### src/rtl/writeback_retire.sv
// writeback_retire: two-lane writeback retire with in-order pending-write queue and WAW-safe scoreboard clear
module writeback_retire #(
  parameter int QDEPTH = 4
) (
  input  logic        clk,
  input  logic        rst_n,
  input  logic        wb1_valid,
  input  logic        wb1_wen,
  input  logic [4:0]  wb1_rd,
  input  logic [31:0] wb1_data,
  input  logic        wb2_valid,
  input  logic        wb2_wen,
  input  logic [4:0]  wb2_rd,
  input  logic [31:0] wb2_data,
  output logic        wb_ready,
  output logic        rf_we,
  output logic [4:0]  rf_waddr,
  output logic [31:0] rf_wdata,
  output logic        sb_clr,
  output logic [4:0]  sb_clr_idx,
  output logic [15:0] retire_count,
  output logic        q_full,
  output logic        q_empty
);
  localparam int AW = $clog2(QDEPTH);
  localparam logic [AW:0] READY_MAX = (AW+1)'(QDEPTH - 2);
  localparam logic [AW:0] FULL_OCC = (AW+1)'(QDEPTH);
  logic [4:0]    r_rd   [QDEPTH];
  logic [31:0]   r_data [QDEPTH];
  logic [AW-1:0] r_wp, r_rp;
  logic [AW:0]   r_occ;
  logic          r_we, r_clr;
  logic [4:0]    r_waddr, r_clr_idx;
  logic [31:0]   r_wdata;
  logic [15:0]   r_cnt;
  logic          w_push1, w_push2, w_pop, w_dup;
  logic [AW-1:0] w_wp2;
  logic [4:0]    w_head_rd;
  assign wb_ready  = r_occ <= READY_MAX;
  assign q_full    = r_occ == FULL_OCC;
  assign q_empty   = r_occ == '0;
  assign w_push1   = wb_ready && wb1_valid && wb1_wen && wb1_rd != 5'd0;
  assign w_push2   = wb_ready && wb2_valid && wb2_wen && wb2_rd != 5'd0;
  assign w_pop     = !q_empty;
  assign w_wp2     = r_wp + AW'(w_push1);
  assign w_head_rd = r_rd[r_rp];
  // Suppress the clear while any later write to the same rd is still pending after this edge
  always_comb begin
    w_dup = (w_push1 && wb1_rd == w_head_rd) || (w_push2 && wb2_rd == w_head_rd);
    for (int i = 0; i < QDEPTH; i++)
      if ((AW'(i) - r_rp) != '0 && {1'b0, AW'(i) - r_rp} < r_occ && r_rd[i] == w_head_rd)
        w_dup = 1'b1;
  end
  always_ff @(posedge clk) begin
    if (w_push1) begin
      r_rd[r_wp]   <= wb1_rd;
      r_data[r_wp] <= wb1_data;
    end
    if (w_push2) begin
      r_rd[w_wp2]   <= wb2_rd;
      r_data[w_wp2] <= wb2_data;
    end
  end
  always_ff @(posedge clk or negedge rst_n) begin
    if (!rst_n) begin
      r_wp      <= '0;
      r_rp      <= '0;
      r_occ     <= '0;
      r_we      <= 1'b0;
      r_clr     <= 1'b0;
      r_waddr   <= '0;
      r_wdata   <= '0;
      r_clr_idx <= '0;
      r_cnt     <= '0;
    end else begin
      r_wp  <= r_wp + AW'(w_push1) + AW'(w_push2);
      r_rp  <= r_rp + AW'(w_pop);
      r_occ <= r_occ + (AW+1)'(w_push1) + (AW+1)'(w_push2) - (AW+1)'(w_pop);
      r_we  <= w_pop;
      r_clr <= w_pop && !w_dup;
      if (w_pop) begin
        r_waddr <= w_head_rd;
        r_wdata <= r_data[r_rp];
      end
      if (w_pop && !w_dup) r_clr_idx <= w_head_rd;
      if (wb_ready) r_cnt <= r_cnt + 16'(wb1_valid) + 16'(wb2_valid);
    end
  end
  assign rf_we        = r_we;
  assign rf_waddr     = r_waddr;
  assign rf_wdata     = r_wdata;
  assign sb_clr       = r_clr;
  assign sb_clr_idx   = r_clr_idx;
  assign retire_count = r_cnt;
endmodule

### config.mk
export PLATFORM = sky130hd
export DESIGN_NAME = writeback_retire
export DESIGN_NICKNAME = d
export VERILOG_FILES = /design/src/rtl/writeback_retire.sv
export SDC_FILE = /design/constraint.sdc
export NUM_CORES = 1
export LEC_CHECK = 0
export ABC_AREA = 1
export CORE_MARGIN = 10
export CORE_UTILIZATION = 35
export CTS_CLUSTER_DIAMETER = 100
export CTS_CLUSTER_SIZE = 10
export DETAILED_ROUTE_END_ITERATION = 6
export GPL_TIMING_DRIVEN = 0
export MAX_ROUTING_LAYER = met4
export PLACE_DENSITY = 0.56
export SLEW_MARGIN = 30
export SYNTH_ARGS = -nofsm -noshare
export SYNTH_HDL_FRONTEND = slang
export SYNTH_SLANG_ARGS = --single-unit
### constraint.sdc
create_clock -name clk -period 7.5 [get_ports clk]
set_input_delay 1.5 -clock clk [delete_from_list [all_inputs] [get_ports clk]]
set_output_delay 1.5 -clock clk [all_outputs]
set_load 0.02 [all_outputs]
-- Word-level counts from Yosys, hierarchy flattened
Memory sizes are Yosys's and may differ from the RTL's. A register that Yosys moved wholly into a read port is not among the register bits.
Cells that the tools add are included.
- output and inout port bits: 63
- input port bits: 80
- bits in writable memories: 148
- logic and storage cells: 71
- bits in registers: 35
- memories kept: 2
- memory list (name ; depth ; width ; read ports ; clocked after memory_dff ; write ports ; line ; source):
    r_data ; 4 ; 32 ; 1 ; 1 ; 2 ; 29 ; logic [31:0] r_data [QDEPTH];
    r_rd ; 4 ; 5 ; 5 ; 0 ; 2 ; 28 ; logic [4:0] r_rd [QDEPTH];
- muxes and demuxes: 8
- equal/unequal tests: 7
- magnitude comparators: 5
- reductions and logical operators: 29
- $add $sub $neg: 12
- operators by type and width (kind ; count):
    16-bit by 1-bit adder with 16-bit output ; 2
    5-bit equality test ; 6
    1-bit logical AND ; 17
    2-bit by 3-bit less-than comparator with 1-bit output ; 4
    5-bit nonzero test ; 2
    1-bit two-way mux ; 8
    2-bit nonzero test ; 4
    2-bit by 1-bit adder with 2-bit output ; 3
    3-bit by 1-bit adder with 3-bit output ; 2
    1-bit logical NOT ; 4
    1-bit by 2-bit subtractor with 2-bit output, first input constant ; 2
    2-bit subtractor, first input constant ; 2
    3-bit equality test, second input constant ; 1
    3-bit by 2-bit <= comparator with 1-bit output, second input constant ; 1
    3-bit logical NOT ; 1
    3-bit by 1-bit subtractor with 3-bit output ; 1
    1-bit logical OR ; 1

-- Logic depth before layout (Yosys ltp)
Gate-level depths: netlist of run 1.
- depth in word-level cells: 12
- depth in mapped cells: 20
- mapped depth without buffers: 17

-- Worst setup path before layout of run 1
OpenSTA, ideal clock, no wires.
- path kind: input to register
- start: input wb1_rd[3]
- end: memory r_data[0][0], enable pin
- stages on the path: 6
- arrival: 4695 ps
- path buffers: 0
- data required time: 7013 ps
- library setup time: 487 ps
- path slack: 2318 ps
- cell sequence: inv_1 -> nand3_1 -> nor2_1 -> nor2_1 -> inv_1 -> o31ai_1
- RTL lines (what ; line ; source):
    start: declaration ; 9 ; input logic [4:0] wb1_rd,
    end: declaration ; 29 ;

==> results.ini, run 1 <==
[layout]
syn_to_final_growth_pct=26.6
drive_gt1_share_pct=7.54
diodes=0
regArea_um2=6120
multiInputGateArea_um2=4110
fin_util_pct=44.8
fillCellCount=2975
fin_nets=1484

[synthesis]
seq_area_frac_synth_pct=56.7
synthDistinctLibCells=33
synth-seq-cells=215
async_flop_share_pct=31.2
synth_top_area_share_pct=41.2
synth_ff_type=edfxtp_1
synth_area_um2=10800
avgSynthCellArea_um2=8.96
netlist_top_cells_area=edfxtp_1, dfrtp_1, o21ai_0, nand2_1, nor2_1
synth_most_common_cell=nand2_1
synth_edf_count=148
synthesis.nets=1301
synthCells=1204
ys_warn_count=0
yosysTopAreaCell=edfxtp_1
synth.top_cells.by_count=nand2_1, o21ai_0, nor2_1

[placed_design]
port_buffers=142
hpwlAfterDp_um=23100
gp_congestion=0.866

[worst_setup_path]
cp-startpoint=wb1_rd[1]
crit_arrival_ns=4.70
worst-path-max-fanout=10
endpoint_kind=flip-flop
startpoint_type=input pin
r2r-start=r_occ[1]
required_ns=7.78
r2r_end=r_data[3][7]
path_class=in -> reg
r2r_setup_slack_ns=3.89
reg2regPathDepth=15

[clocking]
cts_sinks=215
clk_latency_ns=0.53
cts_root_buf=clkbuf_16
cts_resized=0
htreeDepth=1
cts_setup_buffers=0
cts_buffers=25
cts_tree=done
path_clk_slew_ns=0.06
clockBufferDepth=3
postCtsHoldBufs=0

[floorplan]
die_h_um=196
num_io_pins=143
core_area_um2=30500
die_area_um2=38300
row_count=64
die_x_um=196
start_util_pct=35.4

[power_and_ir_drop]
p_seq_share_pct=34.5
clockPowerShare_pct=21.5
combinationalPowerShare_pct=44.0
power_density_nw_per_um2=373
finalPower_uw=5090
vdd_ir_drop_max_mv=0.170
p_switching_uw=2060
switching_share_pct=40.4
cellInternalPower_uw=3040
p_leak_uw=0.00573

[timing]
slew_violations=0
worst_pin_slew_ns=0.787
skew_ns=0.0241
slew_headroom_pct=47.6
clock.fmax_ghz=0.226
setup_viol=0
period_needed_ns=4.42
hold_viol=0
fin_hold_ws_ns=0.464
post-route-period-util_pct=59.0
rsz0062_at_grt=no

[grt]
antenna_found_initial=0
busiest_layer=met2
grt_max_degree=58
grt_pass1_wl_um=51400
met3_usage_pct=3.01
met1_usage_pct=22.4
grt_overflow=0
grt_pass1_vias=9054
grt_use_met2_pct=27.4
track_usage_pct=17.4

[run]
cap_viol_max_count=0

[drt]
dr.pass1.iters=7
wl_um=32900
drtIter0Drc=645
wire_per_inst_um=18.3
vias=8979
antenna_left=0
drc=0
routed_via_density=4.99

[worst_hold_path]
hold_end=retire_count[15]
min_path_cells=1
hp-class=reg -> reg
holdCritStartpoint=retire_count[15]

[outcome]
outcome=finished, final reports clean

==> through the flow <==
step	std cells	TNS (ns)	area (um^2)	setup slack, ns
finish	1801	0	13700	3.08
global route	1801	0	13700	2.91
CTS	1801	0	13700	3.11
detailed placement	1756	0	13000	2.58
global placement	1742	-164.40	12700	-1.25
floorplan	1204	0	10800	2.32
==> worst max-delay path: stages <==
cell and delay, ns:
clkdlybuf4s50_1 0.63, inv_1 0.13, nand2_1 0.12, nor2_1 0.05
nor2_1 0.29, ha_1 0.23, xnor2_1 0.21, inv_1 0.10
nand3_1 0.13, clkbuf_1 0.50, o31ai_4 0.26, buf_8 0.22
buf_6 0.15, buf_6 0.14
==> final cells by class <==
cell class	count	area share, %
sequential	215	44.8
clock buffer	43	5.07
clock inverter	2	0.119
multi-input combinational	844	30.1
inverter	81	2.23
tap	396	3.63
buffer	64	2.27
timing repair buffer	156	11.8
==> per-layer routing <==
metal	up-vias	routed length, um
li1	4400	-
met1	4177	14400
met2	341	15300
met3	61	2340
met4	0	847
met5	-	0
==> worst max-delay path by stage <==
stage,end,depth (start not counted)
3_3_place_gp,r_data[3][7],7
6_report,r_data[3][7],14
2_1_floorplan,r_data[0][0],6
4_1_cts,r_data[3][11],14
5_1_grt,r_data[3][7],14
3_5_place_dp,r_data[3][7],14
==> power groups by stage <==
stage	Combinational [uW]	Sequential (uW)	Clock, uW
after floorplan	1200	1920	0
after global placement	2190	1800	0
after detailed placement	2270	1780	0
after CTS	2270	1760	1110
after global routing	2510	1800	1170
final	2240	1760	1090
==> logic make-up (layout without fill, tap and decap cells) <==
group	after synthesis	count (layout)	synth area share (%)
simple gates	554	554	21.6
compound gates	255	255	12.3
flops	215	215	56.7
buf+inv	145	346	5.70
xor+xnor	18	18	1.46
fa+ha+maj	17	17	2.18
==> state kept, by name, summed over array words and instances, names as in the netlist, 3 cells and up <==
signal and flops:
retire_count 16, rf_waddr 5, r_data 128, r_rd 20, r_occ 3, sb_clr_idx 5
rf_wdata 32
==> placed cells by master (no fill, tap or decap), drive strengths merged <==
cell type      netlist  routed
a31oi               32      32
buf                 27      42
clkbuf              37      80
clkdlybuf4s50        0     141
clkinv               1       1
clkinvlp             0       1
dfrtp               67      67
edfxtp             148     148
fa                   3       3
ha                  14      14
inv                 80      81
nand2              283     283
nand3               52      52
nand3b              11      11
nand4                2       2
nor2               202     202
nor3                 3       3
o21ai              219     219
o31ai                4       4
or2                  1       1
xnor2               10      10
xor2                 8       8
(Power assumes the default switching activity.)
==> run 2, diff against run 1 <==
==> constraint.sdc (replaced) <==
create_clock -name clk -period 4.29 [get_ports clk]
set_input_delay 0.858 -clock clk [delete_from_list [all_inputs] [get_ports clk]]
set_output_delay 0.858 -clock clk [all_outputs]
set_load 0.02 [all_outputs]
==> results of run 2 <==
Same layout as run 1 (identical final DEF). Status: finished, final reports clean.
Main changes from that run: setup slack after placement 2.58 ns -> 0.0122 ns; setup slack after layout 3.08 ns -> 0.508 ns; hold slack 0.464 ns -> 0.143 ns; register-to-register setup slack 3.89 ns -> 0.68 ns; total power 5090 uW -> 8900 uW; worst IR drop on VDD 0.170 mV -> 0.296 mV
==> RTL change 1, RTL diff (config.mk and constraints of run 1) <==
Change the parameter `QDEPTH` from 4 to 8.
--- a/src/rtl/writeback_retire.sv
+++ b/src/rtl/writeback_retire.sv
@@ -2,3 +2,3 @@
 module writeback_retire #(
-  parameter int QDEPTH = 4
+  parameter int QDEPTH = 8
 ) (
Behaviour: not the same (Yosys sat finds a counterexample within 4 cycles, from zero or initial values and one cycle with rst_n low).
==> RTL change 1 against run 1 <==
  * Sequential power grew 61%
  * Cell area increased by 66%
  * Total power increased by 76%
  * Worst setup slack worse by 1.6 ns
  * Sequential cell count increased by 151
  * Largest power group unchanged
  * Routed wire length up 120%
  * Critical endpoint is now q_empty
  * Non-clock buffer count up 79
  * First-iteration DRC count increased to 3.2 times the old value
  * Critical path type is now flop to output pin
  * Critical path depth shrank 6
  * Clock skew increased by 0.0059 ns
  * Area after synthesis grew 75%
==> RTL change 1: results (changes against run 1) <==
[synth]
synthArstFlopShare_pct=19.1  ; -12 points
synth_fp_nets=2180  ; +68%
synth_edf_count=296  ; +100%
ys_seq_area_share_pct=56.4  ; -0.31 points
yosys-top-cells-area=edfxtp_1 47%, nand2_1 13%, dfrtp_1 9.3%, o21ai_0 8.4%, inv_1 2.8%
synth_commonest_cells=678 x nand2_1, 315 x o21ai_0, 296 x edfxtp_1, 140 x inv_1, 92 x nand3_1
dominantRegCellSynth=edfxtp_1
yosysWarnings=0  ; unchanged
synth_cell_type_count=39  ; +18%

[worst_setup_path]
worst_path_largest_cell_delay_ns=0.76  ; +0.13 ns
r2r_slack_ns=2.29  ; -1.60 ns
cp_num_buf_inv=6  ; -1
crit_family=buffers and inverters
cp_max_fo=11  ; +1
cp_slowest_cell=clkdlybuf4s50_1
critPathArrivalTime_ns=4.54  ; -0.16 ns

[clocking]
postCtsSetupRepairBufs=0  ; unchanged
clock_path_buffers=3  ; unchanged
post_cts_resized=0  ; unchanged
cts_root_buffer=clkbuf_16
worst_skew_pair.late_latency_ns=0.60  ; +0.07 ns
cts_buffers=43  ; +72%
cts.htree.levels=2  ; +1
clk_pin_slew_ns=0.06  ; about the same

[global_route]
grt_pass1_vias=15600  ; +72%
antenna_found_initial=7  ; +7
grt_max_degree=52  ; -10%
grtUsageTotal_pct=22.8  ; +5.4 points
grt_pass1_wl_um=104000  ; +100%

[run_status]
outcome=complete, no violations

[timing]
relSlewSlack_pct=29.7  ; -18 points
skew_ns=0.0301  ; +0.00592 ns

[pwr]
power_switching_uw=3820  ; +86%
leakagePower_uw=0.00956  ; +67%
ir_drop_uv=189  ; +11%

[placement]
port_buffers=108  ; -24%
dp_hpwl_um=49500  ; +110%
gp_congestion=0.905  ; +4.4%

[detailed_routing]
first_iter_violations=2061  ; +220%
firstDrtPassIters=6  ; -1
routed_wl_um=71900  ; +120%
vias=16300  ; +81%

[final_layout]
drive_gt1_share_pct=9.41  ; +1.9 points
fillCellCount=5320  ; +79%
layout.nets=2366  ; +59%
regMostFlops=r_data
largest_register_ff_count=256  ; +100%

[hold_path]
hold_path.class=flop to flop

## RTL change 1: path summary, 6_finish.rpt
path | startpoint | to | cells after the start
max | r_occ[3] | q_empty | 8
min | retire_count[15] | retire_count[15] | 1
max reg2reg | r_occ[3] | r_data[6][16] | 21
min reg2reg | retire_count[15] | retire_count[15] | 1
max in group asynchronous | rst_n | rf_wdata[12] | 2
min in group asynchronous | rst_n | sb_clr_idx[3] | 1
## RTL change 1: final cells by class
| class | instances | share of cell area, % |
|---|---|---|
| Sequential cell | 366 | 46.8 |
| Multi-Input combinational cell | 1393 | 30.8 |
| Timing Repair Buffer | 141 | 6.95 |
| Clock buffer | 73 | 5.28 |
| Tap cell | 696 | 3.83 |
| Buffer | 158 | 3.33 |
| Inverter | 149 | 2.46 |
| Clock inverter | 6 | 0.430 |
| Antenna cell | 6 | 0.0661 |
## RTL change 1: routing by layer
layer	vias up	share of wire [%]	routed length (um)	track usage, %
met3	179	9.0	6460	4.32
met1	7856	40	28900	28.3
met2	828	47	33500	36.0
li1	7402	-	-	-
met4	0	4.2	3000	9.88
met5	-	0	0	-
## RTL change 1: worst register-to-register path: cells and delay by family (launching register included)
family                   cells  cell delay, ns
buffers and inverters        9            2.27
AND/OR/NAND/NOR              8            1.22
adder cells (fa/ha/maj)      3            0.71
flip-flops                   1            0.44
AO/OA/AOI/OAI                1            0.34
## RTL change 1: power groups by stage
stage | clock, uW | combinational (uW) | sequential (uW)
after floorplan | 0 | 2270 | 3010
after global placement | 0 | 3900 | 2920
after detailed placement | 0 | 4060 | 2880
after CTS | 2020 | 4080 | 2850
after global routing | 2100 | 4460 | 2880
final | 2010 | 4100 | 2840
## RTL change 1: stage by stage
stage | worst slack [ns] | cells | hold slack, ns | cell area, um^2 | utilization [%]
CTS | 1.50 | 2982 | 0.480 | 22700 | 42.3
global route | 1.33 | 2988 | 0.510 | 22700 | 42.4
global placement | -4.19 | 2870 | 0.459 | 20800 | 38.8
finish | 1.46 | 2988 | 0.476 | 22700 | 42.4
floorplan | 0.999 | 2066 | 0.544 | 18900 | -
detailed placement | 1.54 | 2903 | 0.467 | 21400 | 39.9
## RTL change 1: cell families after synthesis
family | count (synthesis) | share of synthesized area [%]
flip-flops | 366 | 56.4
buffers and inverters | 307 | 6.93
XOR/XNOR | 24 | 1.11
adder cells (fa/ha/maj) | 34 | 2.37
AND/OR/NAND/NOR | 869 | 19.0
AO/OA/AOI/OAI | 466 | 14.2
==> RTL change 2, RTL diff (config.mk and constraints of run 1) <==
Without the edit above. Register the output `retire_count` once more, with the module's reset; this adds one clock of latency there. The other outputs are not delayed to match.
--- a/src/rtl/writeback_retire.sv
+++ b/src/rtl/writeback_retire.sv
@@ -93,3 +93,9 @@
   assign sb_clr_idx   = r_clr_idx;
-  assign retire_count = r_cnt;
+  always_ff @(posedge clk or negedge rst_n) begin
+    if (!rst_n) begin
+      retire_count <= '0;
+    end else begin
+      retire_count <= r_cnt;
+    end
+  end
 endmodule
Formal check against the unedited RTL: not equivalent (a bounded check fails within 4 cycles, from zero or initial values and one cycle with rst_n low).
==> RTL change 2 against run 1 <==
  * Routed wire length up 4.1%
  * Clock skew decreased by 0.011 ns
  * Total power up 4.6%
  * Die area up 3.3%
  * Worst setup slack better by 0.20 ns
  * Cell area rose by 3.6%
  * Highest routed layer unchanged
  * Core utilization rose by 0.058 points
  * Area after synthesis rose by 3.7%
  * First-iteration DRC count grew 12%
  * Hold slack got worse by 0.055 ns
  * Sequential cell count increased by 16
  * Synthesized cell count grew 1.3%
==> RTL change 2: results (changes against run 1) <==
[run_status]
outcome=complete, no violations

[global_route]
grtUsageTotal_pct=17.4  ; about the same
grt_max_degree=48  ; -17%
antenna_found_initial=2  ; +2
grt_pass1_wl_um=52300  ; +1.7%
grt_pass1_vias=9121  ; +0.74%

[synth]
yosys-top-cells-area=edfxtp_1 40%, dfrtp_1 19%, o21ai_0 9.7%, nand2_1 9.2%, nor2_1 6.6%
yosysWarnings=0  ; unchanged
syn_inst=1220  ; +1.3%
synth_commonest_cells=275 x nand2_1, 218 x o21ai_0, 197 x nor2_1, 148 x edfxtp_1, 83 x dfrtp_1
ys_seq_area_share_pct=58.3  ; +1.5 points
synth_fp_nets=1317  ; +1.2%
synth_cell_type_count=33  ; unchanged
synthArstFlopShare_pct=35.9  ; +4.8 points

[placement]
dp_cells=1779  ; +1.3%
port_buffers=142  ; unchanged
gp_congestion=0.861  ; -0.59%
dp_hpwl_um=23900  ; +3.5%

[clocking]
worst_skew_pair.late_latency_ns=0.55  ; +0.02 ns
post_cts_resized=0  ; unchanged
cts_buffers=27  ; +8.0%
cts.htree.levels=1  ; unchanged
postCtsSetupRepairBufs=0  ; unchanged

[final_layout]
drive_gt1_share_pct=7.65  ; +0.11 points
layout.nets=1503  ; +1.3%

[worst_setup_path]
worst_path_largest_cell_delay_ns=0.63  ; about the same
r2r-start=r_occ[1]
cp_max_fo=11  ; +1
r2r_slack_ns=4.06  ; +0.17 ns
critPathArrivalTime_ns=4.53  ; -0.17 ns

[detailed_routing]
met3_wirelength_um=2380  ; +1.6%
wl_met1_um=15200  ; +5.8%
wl_met2_um=16000  ; +4.1%
top_layer_used=met4
post_drt_wl_per_cell_um=18.7  ; +2.5%
firstDrtPassIters=5  ; -2
first_iter_violations=723  ; +12%
viasPerCell=5.10  ; +2.3%
routed_wl_um=34200  ; +4.1%

[pwr]
ir_drop_uv=209  ; +23%
clock_power_share_pct=22.5  ; +1.0 points
switching_share_pct=40.0  ; -0.34 points
leakagePower_uw=0.00598  ; +4.4%

[hold_path]
worstHoldStart=r_cnt[15]
hold_path.class=flop to flop

[timing]
skew_ns=0.0132  ; -0.0110 ns
worst_pin_slew_ns=0.793  ; +0.00626 ns

==> RTL change 2: cell types whose count changed in the layout (fill, tap and decap cells not counted), sizes merged <==
cell      delta
buf          +4
clkbuf       -1
clkinvlp     -1
dfrtp       +16
diode        +2
inv          +1
==> RTL change 2: final timing paths <==
kind                               endpoint  cells after the start
max                           r_data[1][21]                     12
min                        retire_count[15]                      0
max reg2reg                   r_data[1][21]                     13
min reg2reg                retire_count[15]                      0
max in group asynchronous  retire_count[10]                      2
min in group asynchronous      rf_wdata[26]                      1
==> RTL change 2: power by group through the flow <==
stage / logic, uW / registers (uW) / clock network [uW]
finish: 2250 / 1870 / 1200
detailed placement: 2280 / 1890 / 0
CTS: 2280 / 1870 / 1210
global route: 2510 / 1900 / 1260
global placement: 2190 / 1910 / 0
floorplan: 1200 / 2030 / 0
==> RTL change 2: kinds of logic after synthesis <==
family,count (synthesis),share of synthesized area (%)
AOI/OAI and AO/OA,255,11.9
xor gates and xnor gates,18,1.41
adders and majority gates,17,2.10
buffers and inverters,145,5.50
DFF,231,58.3
and+or+nand+nor,554,20.9
==> RTL change 2: metrics by stage <==
| stage | worst slack [ns] | power (uW) | cell area, um^2 | setup TNS (ns) | hold slack, ns |
|---|---|---|---|---|---|
| final | 3.28 | 5320 | 14100 | 0 | 0.409 |
| after global placement | -1.21 | 4100 | 13100 | -156.46 | 0.380 |
| after floorplan | 2.32 | 3230 | 11200 | 0 | 0.372 |
| after detailed placement | 2.75 | 4170 | 13400 | 0 | 0.399 |
| after CTS | 3.32 | 5370 | 14100 | 0 | 0.414 |
| after global routing | 3.11 | 5670 | 14100 | 0 | 0.438 |
==> RTL change 2: metal layers <==
layer  up-vias  GRT usage, %
met5         -             -
li1       4459             -
met2       348          28.1
met3        50          2.64
met1      4464          22.6
met4         0          4.41
==> RTL change 2: final cells by class <==
class / instances / area [um^2]
fill: 3071 / 17400
sequential: 231 / 6520
multi-input combinational: 844 / 4110
timing repair buffer: 157 / 1620
clock buffer: 45 / 743
tap: 402 / 503
buffer: 64 / 310
inverter: 81 / 305
clock inverter: 2 / 28.8
antenna: 2 / 5.00
